==> config.mk <==
export PLATFORM = sky130hd
export DESIGN_NAME = display_refresh_scheduler
export DESIGN_NICKNAME = d
export VERILOG_FILES = /design/src/rtl/display_pkg.sv /design/src/rtl/display_shadow_ram.sv /design/src/rtl/display_refresh_scheduler.sv
export SDC_FILE = /design/constraint.sdc
export NUM_CORES = 1
export LEC_CHECK = 0
export ABC_CLOCK_PERIOD_IN_PS = 5100
export BUFFER_PORTS_ARGS = -buffer_cell sky130_fd_sc_hd__buf_4
export CORE_MARGIN = 2
export CORE_UTILIZATION = 57
export CTS_BUF_LIST = sky130_fd_sc_hd__clkbuf_4
export CTS_CLUSTER_DIAMETER = 80
export DETAILED_ROUTE_END_ITERATION = 6
export PLACE_DENSITY = 0.73
export SLEW_MARGIN = 20
export SYNTH_ARGS = -nofsm -noshare
export SYNTH_HDL_FRONTEND = slang
export SYNTH_SLANG_ARGS = --single-unit
==> constraint.sdc <==
create_clock -name clk -period 5.1 [get_ports clk]
set_input_delay 1.02 -clock clk [delete_from_list [all_inputs] [get_ports clk]]
set_output_delay 1.02 -clock clk [all_outputs]
set_load 0.02 [all_outputs]
==> src/rtl/display_pkg.sv <==
`default_nettype none
// ============================================================================
// Module   : display_pkg
// Brief    : States, init command ROM and LCD constants for the refresh scheduler
// Revision : 1.0
// ============================================================================
package display_pkg;

    typedef enum logic [3:0] {
        ST_RST_HOLD   = 4'd0,
        ST_PWR_WAIT   = 4'd1,
        ST_INIT_ISSUE = 4'd2,
        ST_INIT_WAIT  = 4'd3,
        ST_CLR_WAIT   = 4'd4,
        ST_IDLE       = 4'd5,
        ST_ADDR_ISSUE = 4'd6,
        ST_ADDR_WAIT  = 4'd7,
        ST_CHAR_ISSUE = 4'd8,
        ST_CHAR_WAIT  = 4'd9
    } state_t;

    localparam int         INIT_LEN = 4;
    localparam logic [7:0] INIT_ROM [INIT_LEN] = '{8'h38, 8'h0C, 8'h01, 8'h06};

    localparam logic [7:0] CMD_LINE0_ADDR = 8'h80;
    localparam logic [7:0] CMD_LINE1_ADDR = 8'hC0;
    localparam logic [7:0] CMD_CLEAR      = 8'h01;
    localparam logic [7:0] CHAR_SPACE     = 8'h20;

endpackage
`default_nettype wire

==> src/rtl/display_shadow_ram.sv <==
`default_nettype none
// ============================================================================
// Module   : display_shadow_ram
// Brief    : 2 x COLS x 8 character register file, one write / one async read
// Revision : 1.0
// ============================================================================
module display_shadow_ram
    import display_pkg::*;
#(
    parameter int COLS = 16,
    parameter int CW   = $clog2(COLS)
) (
    input  logic          clk,
    input  logic          rst_n,
    input  logic          wr_en_i,
    input  logic          wr_line_i,
    input  logic [CW-1:0] wr_col_i,
    input  logic [7:0]    wr_char_i,
    input  logic          rd_line_i,
    input  logic [CW-1:0] rd_col_i,
    output logic [7:0]    rd_data_o
);

    logic [7:0] mem_q [2][COLS];

    always_ff @(posedge clk or negedge rst_n) begin
        if (!rst_n) begin
            for (int l = 0; l < 2; l++) begin
                for (int c = 0; c < COLS; c++) begin
                    mem_q[l][c] <= CHAR_SPACE;
                end
            end
        end else if (wr_en_i) begin
            mem_q[wr_line_i][wr_col_i] <= wr_char_i;
        end
    end

    assign rd_data_o = mem_q[rd_line_i][rd_col_i];

endmodule
`default_nettype wire

==> src/rtl/display_refresh_scheduler.sv <==
`default_nettype none
// ============================================================================
// Module   : display_refresh_scheduler
// Brief    : Resets/initialises a 2-line character display, then streams dirty
//            shadow lines to the byte driver with round-robin arbitration.
// Revision : 1.0
// ============================================================================
module display_refresh_scheduler
    import display_pkg::*;
#(
    parameter int COLS              = 16,
    parameter int RESET_CYCLES      = 1000,
    parameter int PWRUP_WAIT_CYCLES = 2000,
    parameter int CLEAR_WAIT_CYCLES = 100000,
    parameter int TIMEOUT_CYCLES    = 50000
) (
    input  logic                    clk,
    input  logic                    rst_n,
    input  logic                    wr_en_i,
    input  logic                    wr_line_i,
    input  logic [$clog2(COLS)-1:0] wr_col_i,
    input  logic [7:0]              wr_char_i,
    input  logic                    refresh_all_i,
    output logic                    drv_rst_low_o,
    output logic                    drv_start_o,
    output logic [7:0]              drv_byte_o,
    output logic                    drv_rs_o,
    input  logic                    drv_done_i,
    output logic                    ready_o,
    output logic                    busy_o,
    output logic                    timeout_err_o
);

    localparam int CW = $clog2(COLS);

    state_t        state_q, state_d;
    logic [31:0]   cnt_q, cnt_d;
    logic [1:0]    idx_q, idx_d;
    logic          line_q, line_d;
    logic [CW-1:0] col_q, col_d;
    logic          last_served_q, last_served_d;
    logic [1:0]    dirty_q, dirty_d;
    logic          ready_q, ready_d;
    logic          timeout_err_q, timeout_err_d;
    logic          rst_low_q, rst_low_d;
    logic [7:0]    byte_q, byte_d;
    logic          rs_q, rs_d;

    logic          w_wr_ok;
    logic [7:0]    w_rd_data;
    logic          w_start;
    logic [7:0]    w_byte;
    logic          w_rs;
    logic [1:0]    w_clr;
    logic [1:0]    w_set;
    logic          w_init_adv;
    logic          w_init_done;
    logic          w_timeout;

    assign w_wr_ok = wr_en_i && ({1'b0, wr_col_i} < (CW+1)'(COLS));

    display_shadow_ram #(
        .COLS (COLS),
        .CW   (CW)
    ) u_shadow (
        .clk       (clk),
        .rst_n     (rst_n),
        .wr_en_i   (w_wr_ok),
        .wr_line_i (wr_line_i),
        .wr_col_i  (wr_col_i),
        .wr_char_i (wr_char_i),
        .rd_line_i (line_q),
        .rd_col_i  (col_q),
        .rd_data_o (w_rd_data)
    );

    always_ff @(posedge clk or negedge rst_n) begin
        if (!rst_n) begin
            state_q       <= ST_RST_HOLD;
            cnt_q         <= '0;
            idx_q         <= '0;
            line_q        <= 1'b0;
            col_q         <= '0;
            last_served_q <= 1'b1;
            dirty_q       <= 2'b00;
            ready_q       <= 1'b0;
            timeout_err_q <= 1'b0;
            rst_low_q     <= 1'b0;
            byte_q        <= 8'h00;
            rs_q          <= 1'b0;
        end else begin
            state_q       <= state_d;
            cnt_q         <= cnt_d;
            idx_q         <= idx_d;
            line_q        <= line_d;
            col_q         <= col_d;
            last_served_q <= last_served_d;
            dirty_q       <= dirty_d;
            ready_q       <= ready_d;
            timeout_err_q <= timeout_err_d;
            rst_low_q     <= rst_low_d;
            byte_q        <= byte_d;
            rs_q          <= rs_d;
        end
    end

    always_comb begin
        state_d       = state_q;
        cnt_d         = cnt_q;
        idx_d         = idx_q;
        line_d        = line_q;
        col_d         = col_q;
        last_served_d = last_served_q;
        ready_d       = ready_q;
        timeout_err_d = timeout_err_q;
        rst_low_d     = rst_low_q;
        w_start       = 1'b0;
        w_byte        = byte_q;
        w_rs          = rs_q;
        w_clr         = 2'b00;
        w_set         = 2'b00;
        w_init_adv    = 1'b0;
        w_init_done   = 1'b0;
        w_timeout     = 1'b0;

        case (state_q)
            ST_RST_HOLD: begin
                rst_low_d = 1'b0;
                if (cnt_q == 32'(RESET_CYCLES - 1)) begin
                    cnt_d     = '0;
                    rst_low_d = 1'b1;
                    state_d   = ST_PWR_WAIT;
                end else begin
                    cnt_d = cnt_q + 32'd1;
                end
            end
            ST_PWR_WAIT: begin
                if (cnt_q == 32'(PWRUP_WAIT_CYCLES - 1)) begin
                    cnt_d   = '0;
                    idx_d   = '0;
                    state_d = ST_INIT_ISSUE;
                end else begin
                    cnt_d = cnt_q + 32'd1;
                end
            end
            ST_INIT_ISSUE: begin
                w_start = 1'b1;
                w_byte  = INIT_ROM[idx_q];
                w_rs    = 1'b0;
                cnt_d   = '0;
                state_d = ST_INIT_WAIT;
            end
            ST_INIT_WAIT: begin
                if (drv_done_i) begin
                    if (byte_q == CMD_CLEAR) begin
                        cnt_d   = '0;
                        state_d = ST_CLR_WAIT;
                    end else begin
                        w_init_adv = 1'b1;
                    end
                end else if (cnt_q == 32'(TIMEOUT_CYCLES - 1)) begin
                    w_timeout = 1'b1;
                end else begin
                    cnt_d = cnt_q + 32'd1;
                end
            end
            ST_CLR_WAIT: begin
                if (cnt_q == 32'(CLEAR_WAIT_CYCLES - 1)) begin
                    w_init_adv = 1'b1;
                end else begin
                    cnt_d = cnt_q + 32'd1;
                end
            end
            ST_IDLE: begin
                if (dirty_q != 2'b00) begin
                    // With both lines pending, the one not served last goes first.
                    if (dirty_q == 2'b11) begin
                        line_d = ~last_served_q;
                    end else begin
                        line_d = dirty_q[1];
                    end
                    state_d = ST_ADDR_ISSUE;
                end
            end
            ST_ADDR_ISSUE: begin
                w_start       = 1'b1;
                w_byte        = line_q ? CMD_LINE1_ADDR : CMD_LINE0_ADDR;
                w_rs          = 1'b0;
                w_clr[line_q] = 1'b1;
                last_served_d = line_q;
                cnt_d         = '0;
                state_d       = ST_ADDR_WAIT;
            end
            ST_ADDR_WAIT: begin
                if (drv_done_i) begin
                    col_d   = '0;
                    state_d = ST_CHAR_ISSUE;
                end else if (cnt_q == 32'(TIMEOUT_CYCLES - 1)) begin
                    w_timeout = 1'b1;
                end else begin
                    cnt_d = cnt_q + 32'd1;
                end
            end
            ST_CHAR_ISSUE: begin
                w_start = 1'b1;
                w_byte  = w_rd_data;
                w_rs    = 1'b1;
                cnt_d   = '0;
                state_d = ST_CHAR_WAIT;
            end
            ST_CHAR_WAIT: begin
                if (drv_done_i) begin
                    if (col_q == CW'(COLS - 1)) begin
                        state_d = ST_IDLE;
                    end else begin
                        col_d   = col_q + 1'b1;
                        state_d = ST_CHAR_ISSUE;
                    end
                end else if (cnt_q == 32'(TIMEOUT_CYCLES - 1)) begin
                    w_timeout = 1'b1;
                end else begin
                    cnt_d = cnt_q + 32'd1;
                end
            end
            default: begin
                state_d = ST_RST_HOLD;
            end
        endcase

        if (w_init_adv) begin
            if (idx_q == 2'(INIT_LEN - 1)) begin
                ready_d     = 1'b1;
                w_init_done = 1'b1;
                state_d     = ST_IDLE;
            end else begin
                idx_d   = idx_q + 2'd1;
                state_d = ST_INIT_ISSUE;
            end
        end

        // Shadow and dirty bits survive the re-init; only the sequencer restarts.
        if (w_timeout) begin
            timeout_err_d = 1'b1;
            ready_d       = 1'b0;
            rst_low_d     = 1'b0;
            cnt_d         = '0;
            idx_d         = '0;
            state_d       = ST_RST_HOLD;
        end

        if (refresh_all_i || w_init_done) begin
            w_set = 2'b11;
        end
        if (w_wr_ok) begin
            w_set[wr_line_i] = 1'b1;
        end
    end

    // Sets are applied after clears so a same-cycle write keeps the line dirty.
    assign dirty_d = (dirty_q & ~w_clr) | w_set;
    assign byte_d  = w_byte;
    assign rs_d    = w_rs;

    assign drv_rst_low_o = rst_low_q;
    assign drv_start_o   = w_start;
    assign drv_byte_o    = w_byte;
    assign drv_rs_o      = w_rs;
    assign ready_o       = ready_q;
    assign timeout_err_o = timeout_err_q;
    assign busy_o        = !((state_q == ST_IDLE) && (dirty_q == 2'b00) && ready_q);

endmodule
`default_nettype wire
======== After elaboration in Yosys (flattened, before gate mapping) ========
Cells that the tools add are included.
operators by class
  add/subtract/negate cells ............... 3
  magnitude comparators ................... 11
  equal/unequal tests ..................... 31
  mux-type cells .......................... 71
  bitwise logic cells ..................... 10
  reductions and logical operators ........ 25
operators by type and width
  operator                                                                  count
  128-bit 2-to-1 mux                                                        4
  256-bit bitwise mux                                                       1
  32-bit 2-to-1 mux                                                         8
  32-bit one-hot mux with 6 select lines                                    1
  128-bit demux with 1-bit select                                           1
  4-bit 2-to-1 mux                                                          13
  8-bit 2-to-1 mux                                                          5
  4-bit one-hot mux with 10 select lines                                    1
  32-bit by 1-bit adder with 32-bit output (second input constant)          1
  8-bit binary-select mux with 4-bit select                                 1
  8-bit demux with 4-bit select                                             1
  32-bit by 10-bit equality test with 1-bit output (second input constant)  1
  32-bit by 11-bit equality test with 1-bit output (second input constant)  1
  32-bit by 16-bit equality test with 1-bit output (second input constant)  1
  32-bit by 17-bit equality test with 1-bit output (second input constant)  1
  4-bit != test (second input constant)                                     8
  8-bit one-hot mux with 3 select lines                                     1
  1-bit 2-to-1 mux                                                          18
  8-bit binary-select mux with 2-bit select                                 1
  4-bit by 3-bit equality test with 1-bit output (second input constant)    4
  2-bit 2-to-1 mux                                                          8
  4-bit equality test (second input constant)                               3
  5-bit greater-or-equal comparator (second input constant)                 2
  4-bit inverter with 5-bit output                                          2
  other kinds (38)                                                          63
storage, ports and cells
  register bits after elaboration ......... 314
  output and inout bits ................... 14

======== Depth between registers and ports, before layout ========
Gate-level depths: netlist of the first run.
  depth after elaboration ................. 10
  mapped depth ............................ 10
  mapped depth without buffers ............ 7

======== By module ========
A second synthesis of the first run with hierarchy kept.
unflattened totals
  cell total of the unflattened synthesis .. 1147
  area, all modules ....................... 15381.0 µm²
modules (own cells, without submodules)
  module                     times used  cells an instance  area each (µm²)  seq. area each (µm²)
  display_shadow_ram         1           706                11740.0          6446.2
  display_refresh_scheduler  1           441                3641.0           1452.6

======== Least setup slack after synthesis of the first run ========
OpenSTA, ideal clock, no wires.
  path type ............................... flip-flop to output port
  start point ............................. register line_q
  end point ............................... output drv_byte_o[6]
  arrival ................................. 2.376 ns
  path slack .............................. 1.704 ns
  stages on the path, launching flop included .. 8
  buffers on the path ..................... 3
  cells stage by stage .................... dfrtp_1 > clkbuf_1 > buf_2 > buf_2 > mux4_2 > mux4_2 > a22oi_1 > nand3_1
between the ends
  longest elaborated chain between the ends .. 8
  elaborated cells between the ends (all ways) .. 9
ends and longest elaborated chain
  item                                                    RTL line                          source
  start, declared                                         display_refresh_scheduler.sv:39   logic line_q, line_d;
  start signal, assigned                                  display_refresh_scheduler.sv:95   line_q <= line_d;
  1-bit inverter with 2-bit output (not written as such)  display_shadow_ram.sv:38          assign rd_data_o = mem_q[rd_line_i][rd_col_i];
  128-bit 2-to-1 mux (not written as such) (3 in a row)   display_shadow_ram.sv:38
  8-bit binary-select mux with 4-bit select               display_shadow_ram.sv:38
  8-bit 2-to-1 mux (not written as such) (2 in a row)     display_shadow_ram.sv:38
  8-bit one-hot mux with 3 select lines *                 display_refresh_scheduler.sv:126  case (state_q)
  end, declared                                           display_refresh_scheduler.sv:26   output logic [7:0] drv_byte_o,
Every way passes the cells marked *; elsewhere a longest branch is shown, timed or not. The select of a mux whose other input is x is not followed.

======== Final worst setup path of the first run ========
  start point ............................. register line_q
  end point ............................... output drv_byte_o[5]
between the ends
  longest elaborated chain between the ends .. 8
ends and longest elaborated chain
  item                                                    RTL line
  1-bit inverter with 2-bit output (not written as such)  display_shadow_ram.sv:38
  128-bit 2-to-1 mux (not written as such) (3 in a row)   display_shadow_ram.sv:38
  8-bit binary-select mux with 4-bit select               display_shadow_ram.sv:38
  8-bit 2-to-1 mux (not written as such) (2 in a row)     display_shadow_ram.sv:38
  8-bit one-hot mux with 3 select lines                   display_refresh_scheduler.sv:126
Every way passes these cells. The select of a mux whose other input is x is not followed.

==> results of run 1 <==
-- Yosys cell counts, drive strengths merged, types with 5 or more instances --
cell	n
a21o	5
a21oi	24
a22o	6
a22oi	16
and2	6
and3	14
buf	22
clkbuf	64
dfrtp	281
dfstp	33
ha	5
inv	15
mux2	257
mux4	80
nand2	59
nand2b	13
nand3	39
nand4	18
nor2	44
nor2b	7
nor3	14
nor3b	5
nor4	15
o211ai	11
o21ai	39
or4	16
-- logic make-up (layout without fill, tap and decap cells) --
| group | after synthesis | in the layout |
|---|---|---|
| AND/OR/NAND/NOR | 272 | 272 |
| other | 0 | 1 |
| buffers and inverters | 102 | 212 |
| adder cells (fa/ha/maj) | 5 | 5 |
| AO/OA/AOI/OAI | 130 | 130 |
| multiplexers | 340 | 340 |
| XOR/XNOR | 1 | 1 |
| flip-flops | 314 | 314 |
-- where the power goes --
group	switching (W)	internal, W	total, W	leakage [nW]
sequential	0.000420	0.00301	0.00343	3.97
combinational	0.00117	0.00123	0.00240	2.70
clock	0.00103	0.00125	0.00228	0.660
-- layout make-up --
type	instances	area [sq um]	area share
diodes	1	2.502	0.0001463
clock buffers	128	960.9	0.05617
clock inverters	20	145.1	0.008484
inverters	16	60.06	0.003511
multi-input cells	748	7196	0.4206
flip-flops and latches	314	7904	0.4620
well taps	341	426.7	0.02494
repair buffers	48	412.9	0.02414
-- registers in the layout, summed over array words and instances (netlist names), 2 cells and up --
register / cells
byte_q: 8
cnt_q: 32
col_q: 4
dirty_q: 2
idx_q: 2
state_q: 4
u_shadow.mem_q: 256
-- metal layers --
layer  routed length, microns  part of all wire  GRT usage  vias up
met5                        0                 0          0        -
met4                      711             0.019    0.08621        0
met3                     2871             0.077    0.06032       61
met2                    17430              0.47     0.4225      393
met1                    16330              0.44     0.3904     5374
li1                         -                 -          -     4539
-- stage by stage --
step	setup slack [ps]	hold slack [ps]	total power, W	cells	instance area, sq um
CTS	183.7	286.1	0.008127	1614	17080
global placement	1012	456.5	0.005749	1466	15970
finish	462.9	296.5	0.008107	1616	17110
floorplan	1704	457.7	0.005149	1164	15500
global route	283.0	320.7	0.008554	1616	17110
detailed placement	950.5	463.8	0.005827	1466	15970
-- worst max path at each step --
stage	end	slack, ps
5_1_grt	drv_byte_o[5]	280
2_1_floorplan	drv_byte_o[6]	1700
3_5_place_dp	drv_byte_o[3]	950
3_3_place_gp	drv_byte_o[3]	1010
4_1_cts	drv_byte_o[3]	180
6_report	drv_byte_o[5]	460
==> flow_summary.toml, run 1 <==
[sta]
slew_headroom = 0.2553
rsz0062_at_grt = "false"
finalSetupTns_ps = 0
setup_viol = 0
final-hold-violation-count = 0
fin_crit_ps = 4637
max_freq_mhz = 215.7
fin_skew_ps = 52.61
timing.final.crit_share = 0.9092
maxSlewViolCount = 0
tightestPinTransition_ps = 1113

[global_route]
grt_pass1_wl_microns = 59970
antenna_found_initial = 1
grt_usage = 0.2733
grt_max_degree = 96
grt_overflow = 0
grt_pass1_vias = 10710

[worst_setup_path]
worst_r2r_path_depth = 7
critPathCaptureType = "output pin"
worst_setup_path_start_kind = "flop"
worstReg2RegEnd = "cnt_q[30]"
criticalPathCategory = "reg -> out"
timing.rr.start = "state_q[0]"
crit_path_start = "line_q"
cp.arrival_ps = 3620
path_buf_inv = 2
critical_path.top_delay_family = "multiplexers"
path_depth = 6
cp.required_ps = 4080
crit_path_max_incr_delay_ps = 740
crit_path_cell_trace = "buf_16 -> mux4_2 -> mux4_2 -> a22oi_1 -> o211ai_1 -> buf_4"
crit_fanout = 30
crit_path_frequent_cell = "mux4_2"
regToRegSetupSlack_ps = 2020
crit_slowest_cell = "dfrtp_4"

[routing]
routedWlPerCell_microns = 23.11
first_iter_violations = 1095
vias = 10370
antenna_left = 0
via_per_inst = 6.415
drtPass1Iterations = 5
drc = 0
drt-total-wl_microns = 37350

[cells_and_area]
fillers = 1987
layout_commonest_cell = "dfrtp_1"
fin_util = 0.6383
layout_common_cells = "279 x dfrtp_1, 257 x mux2_2, 128 x clkbuf_4"
fin_nets = 1233
layout-drive-gt1-share = 0.4553
synthToLayoutAreaGrowth_pct = 10.38

[logic_synthesis]
ys_ff_latch = 314
yosys-top-cells-area = "dfrtp_1 45%, mux2_2 19%, mux4_2 12%, dfstp_2 5.6%, clkbuf_1 1.6%"
synth_compound_area_frac = 0.05546
yosys_warnings = 0
synth_async_sr_flop_share = 1.000
syn_nets = 1187
muxShareOfSynthArea = 0.3049
synth_top_cell_by_area = "dfrtp_1"
synth_edf_count = 0
synth_cell_types = 66
synth-xor-area-share = 0.0005651
synth_flop_cell = "dfrtp_1"
synth_simple_gate_area_frac = 0.09817
syn-cell-area_sq_um = 15500
ys_seq_area_frac = 0.5096
synth_top_family_by_area = "multiplexers"
synthCells = 1164
synth_top_area_frac = 0.4537
synthAdderAreaFrac = 0.004036
syn_area_per_cell_sq_um = 13.31

[pwr]
p_leak_nw = 7.328
vdd.ir_drop.worst_mv = 0.2228
power.density_nw_per_um2 = 473.9

[die]
io_pins = 32
die_height_microns = 168.9
dieWidth_microns = 168.9
row_count = 60
initial_core_util = 0.5783
fp.dieArea_sq_um = 28530
core_area_sq_um = 26800

[clocking]
cts_hold_buf = 0
cts_buffers = 82
clock_sinks = 314
clkTransAtPathRegs_ps = 60
cts_setup_buffers = 0
cts_tree = "done"
cts_buffer_depth = 3
cts_resized = 0
worstSkewPairLatency_ps = 690
cts_max_level = 3
cts_root_buf = "clkbuf_4"

[min_path]
hold_path.class = "in -> async"

[run]
maxCapViolations = 0

[run_status]
status = "finished clean"

[placement]
dp_hpwl_microns = 24160
port_buffers = 31
gp_congestion = 0.8789
No activity file was read; power rests on OpenSTA's default activity.
==> run 2, diff against run 1 <==
--- a/config.mk
+++ b/config.mk
@@ -6,7 +6,7 @@
 export NUM_CORES = 1
 export LEC_CHECK = 0
 export ABC_CLOCK_PERIOD_IN_PS = 5100
-export BUFFER_PORTS_ARGS = -buffer_cell sky130_fd_sc_hd__buf_4
+export BUFFER_PORTS_ARGS = -buffer_cell sky130_fd_sc_hd__buf_2
 export CORE_MARGIN = 2
 export CORE_UTILIZATION = 57
 export CTS_BUF_LIST = sky130_fd_sc_hd__clkbuf_4
==> run 2 against run 1 <==
Power decreased by 2.1%. Worst setup slack got worse by 5.7 ps. Register-to-register slack got worse by 40 ps. Combinational power decreased by 4%. Cell count decreased by 0.31%. Via count increased by 1.0%. Hold slack improved by 43 ps. Clock power decreased by 4%. Die area unchanged. Final area decreased by 0.83%. Critical path type unchanged.
==> flow_summary.toml, run 2 (same netlist as run 1, synthesis figures left out) <==
[worst_setup_path]
critPathCaptureType = "output pin"
cp.required_ps = 4080
worst_r2r_path_depth = 7
cp.arrival_ps = 3620
timing.rr.start = "state_q[0]"
path_buf_inv = 2
crit_path_start = "line_q"
path_depth = 6
crit_slowest_cell = "dfrtp_4"
crit_path_max_incr_delay_ps = 960
crit_path_frequent_cell = "mux4_2"
crit_path_cell_trace = "buf_12 -> mux4_2 -> mux4_2 -> a22oi_1 -> o211ai_1 -> buf_2"
criticalPathCategory = "reg -> out"
critical_path.top_delay_family = "multiplexers"
endpoint = "drv_byte_o[4]"
worstReg2RegEnd = "cnt_q[22]"
crit_fanout = 42
regToRegSetupSlack_ps = 1980
worst_setup_path_start_kind = "flop"

[pwr]
power_w = 0.007941
swShare = 0.3293
vdd.ir_drop.worst_mv = 0.2763
power.density_nw_per_um2 = 468.0
intPower_w = 0.005326
p_leak_nw = 7.265
power_switching_w = 0.002615
combPwrFrac = 0.289
p_seq_frac = 0.436
p_clk_frac = 0.275

[sta]
final-hold-violation-count = 0
setup_viol = 0
slew_headroom = 0.2294
timing.final.crit_share = 0.9104
maxSlewViolCount = 0
fin_skew_ps = 80.31
finalSetupTns_ps = 0
rsz0062_at_grt = "false"
tightestPinTransition_ps = 1156
setup_slack_ps = 457.2
fin_crit_ps = 4643
max_freq_mhz = 215.4
hold_slack_ps = 339.1

[clocking]
cts_buffers = 83
clock_sinks = 314
cts_root_buf = "clkbuf_4"
cts_resized = 0
cts_buffer_depth = 3
cts_hold_buf = 0
cts_setup_buffers = 0
cts_max_level = 3
clkTransAtPathRegs_ps = 70
worstSkewPairLatency_ps = 740
cts_tree = "done"

[cells_and_area]
fin_util = 0.6331
fin_nets = 1231
synthToLayoutAreaGrowth_pct = 9.470
layout_commonest_cell = "dfrtp_1"
layout_common_cells = "279 x dfrtp_1, 257 x mux2_2, 129 x clkbuf_4"
layout-drive-gt1-share = 0.4590
largest_reg_flops = 256
largest_register = "u_shadow.mem_q"
largestRegisters = "u_shadow.mem_q (256), cnt_q (32), byte_q (8)"
fillers = 2072

[global_route]
grt_pass1_vias = 10500
antenna_found_initial = 2
grt_max_degree = 126
grt_overflow = 0
grt_pass1_wl_microns = 59440
grt_usage = 0.2717

[routing]
routedWlPerCell_microns = 23.23
drtPass1Iterations = 5
drt-total-wl_microns = 37430
vias = 10470
via_per_inst = 6.502
antenna_left = 0
first_iter_violations = 1046
drc = 0

[run_status]
status = "finished clean"

[placement]
port_buffers = 31
dp_slack_ps = 1075
dp_hpwl_microns = 24390
gp_congestion = 0.8874

[die]
dieWidth_microns = 168.9
core_area_sq_um = 26800
io_pins = 32
row_count = 60
die_height_microns = 168.9
fp.dieArea_sq_um = 28530
initial_core_util = 0.5783

[min_path]
hold_path.class = "in -> async"

[run]
maxCapViolations = 0
==> run 2: cell types whose count changed in the layout (fill, tap and decap cells not counted), sizes merged <==
cell,delta
bufinv,-2
clkinv,-4
diode,+1
buf,-3
clkinvlp,+2
clkbuf,+1
==> run 2: layout make-up <==
cell class	instances	area, sq um	area share
antenna	2	5.005	0.0002950
clock buffer	129	968.4	0.05708
clock inverter	16	91.34	0.005383
inverter	16	60.06	0.003540
multi-input combinational	748	7203	0.4246
sequential	314	7904	0.4659
tap	341	426.7	0.02515
timing repair buffer	45	307.8	0.01814
==> run 2: metal layers <==
metal	up-vias	wire, microns	global-route usage
met5	-	0	0
met3	76	2782	0.06289
met2	433	17550	0.4105
met1	5408	16200	0.3909
li1	4557	-	-
met4	0	896	0.09558
==> run 2: worst reg2reg max path: cells and delay by family (launching register included) <==
family,cells,cell delay (ps)
buf+inv,3,910
compound gates,2,860
simple gates,2,650
flops,1,530
==> run 2: per-stage QoR <==
stage / instance area, sq um / instances
2_1_floorplan: 15500 / 1164
3_3_place_gp: 15890 / 1464
3_5_place_dp: 15890 / 1464
4_1_cts: 16950 / 1609
5_1_grt: 16970 / 1611
6_report: 16970 / 1611
==> run 2: worst min-delay path by stage <==
| stage | endpoint | depth (start not counted) | slack [ps] | startpoint |
|---|---|---|---|---|
| after floorplan | last_served_q | 2 | 460 | last_served_q |
| after global placement | timeout_err_o | 1 | 450 | timeout_err_o |
| after detailed placement | timeout_err_o | 1 | 460 | timeout_err_o |
| after CTS | u_shadow.mem_q[119] | 1 | 360 | rst_n |
| after global routing | u_shadow.mem_q[119] | 1 | 380 | rst_n |
| final | u_shadow.mem_q[127] | 1 | 340 | rst_n |
==> run 2: power by group through the flow <==
stage	sequential [W]	combinational, W	clock (W)
global placement	0.00349	0.00221	0
detailed placement	0.00350	0.00228	0
CTS	0.00346	0.00229	0.00224
global route	0.00353	0.00248	0.00237
floorplan	0.00322	0.00193	0
finish	0.00346	0.00230	0.00218
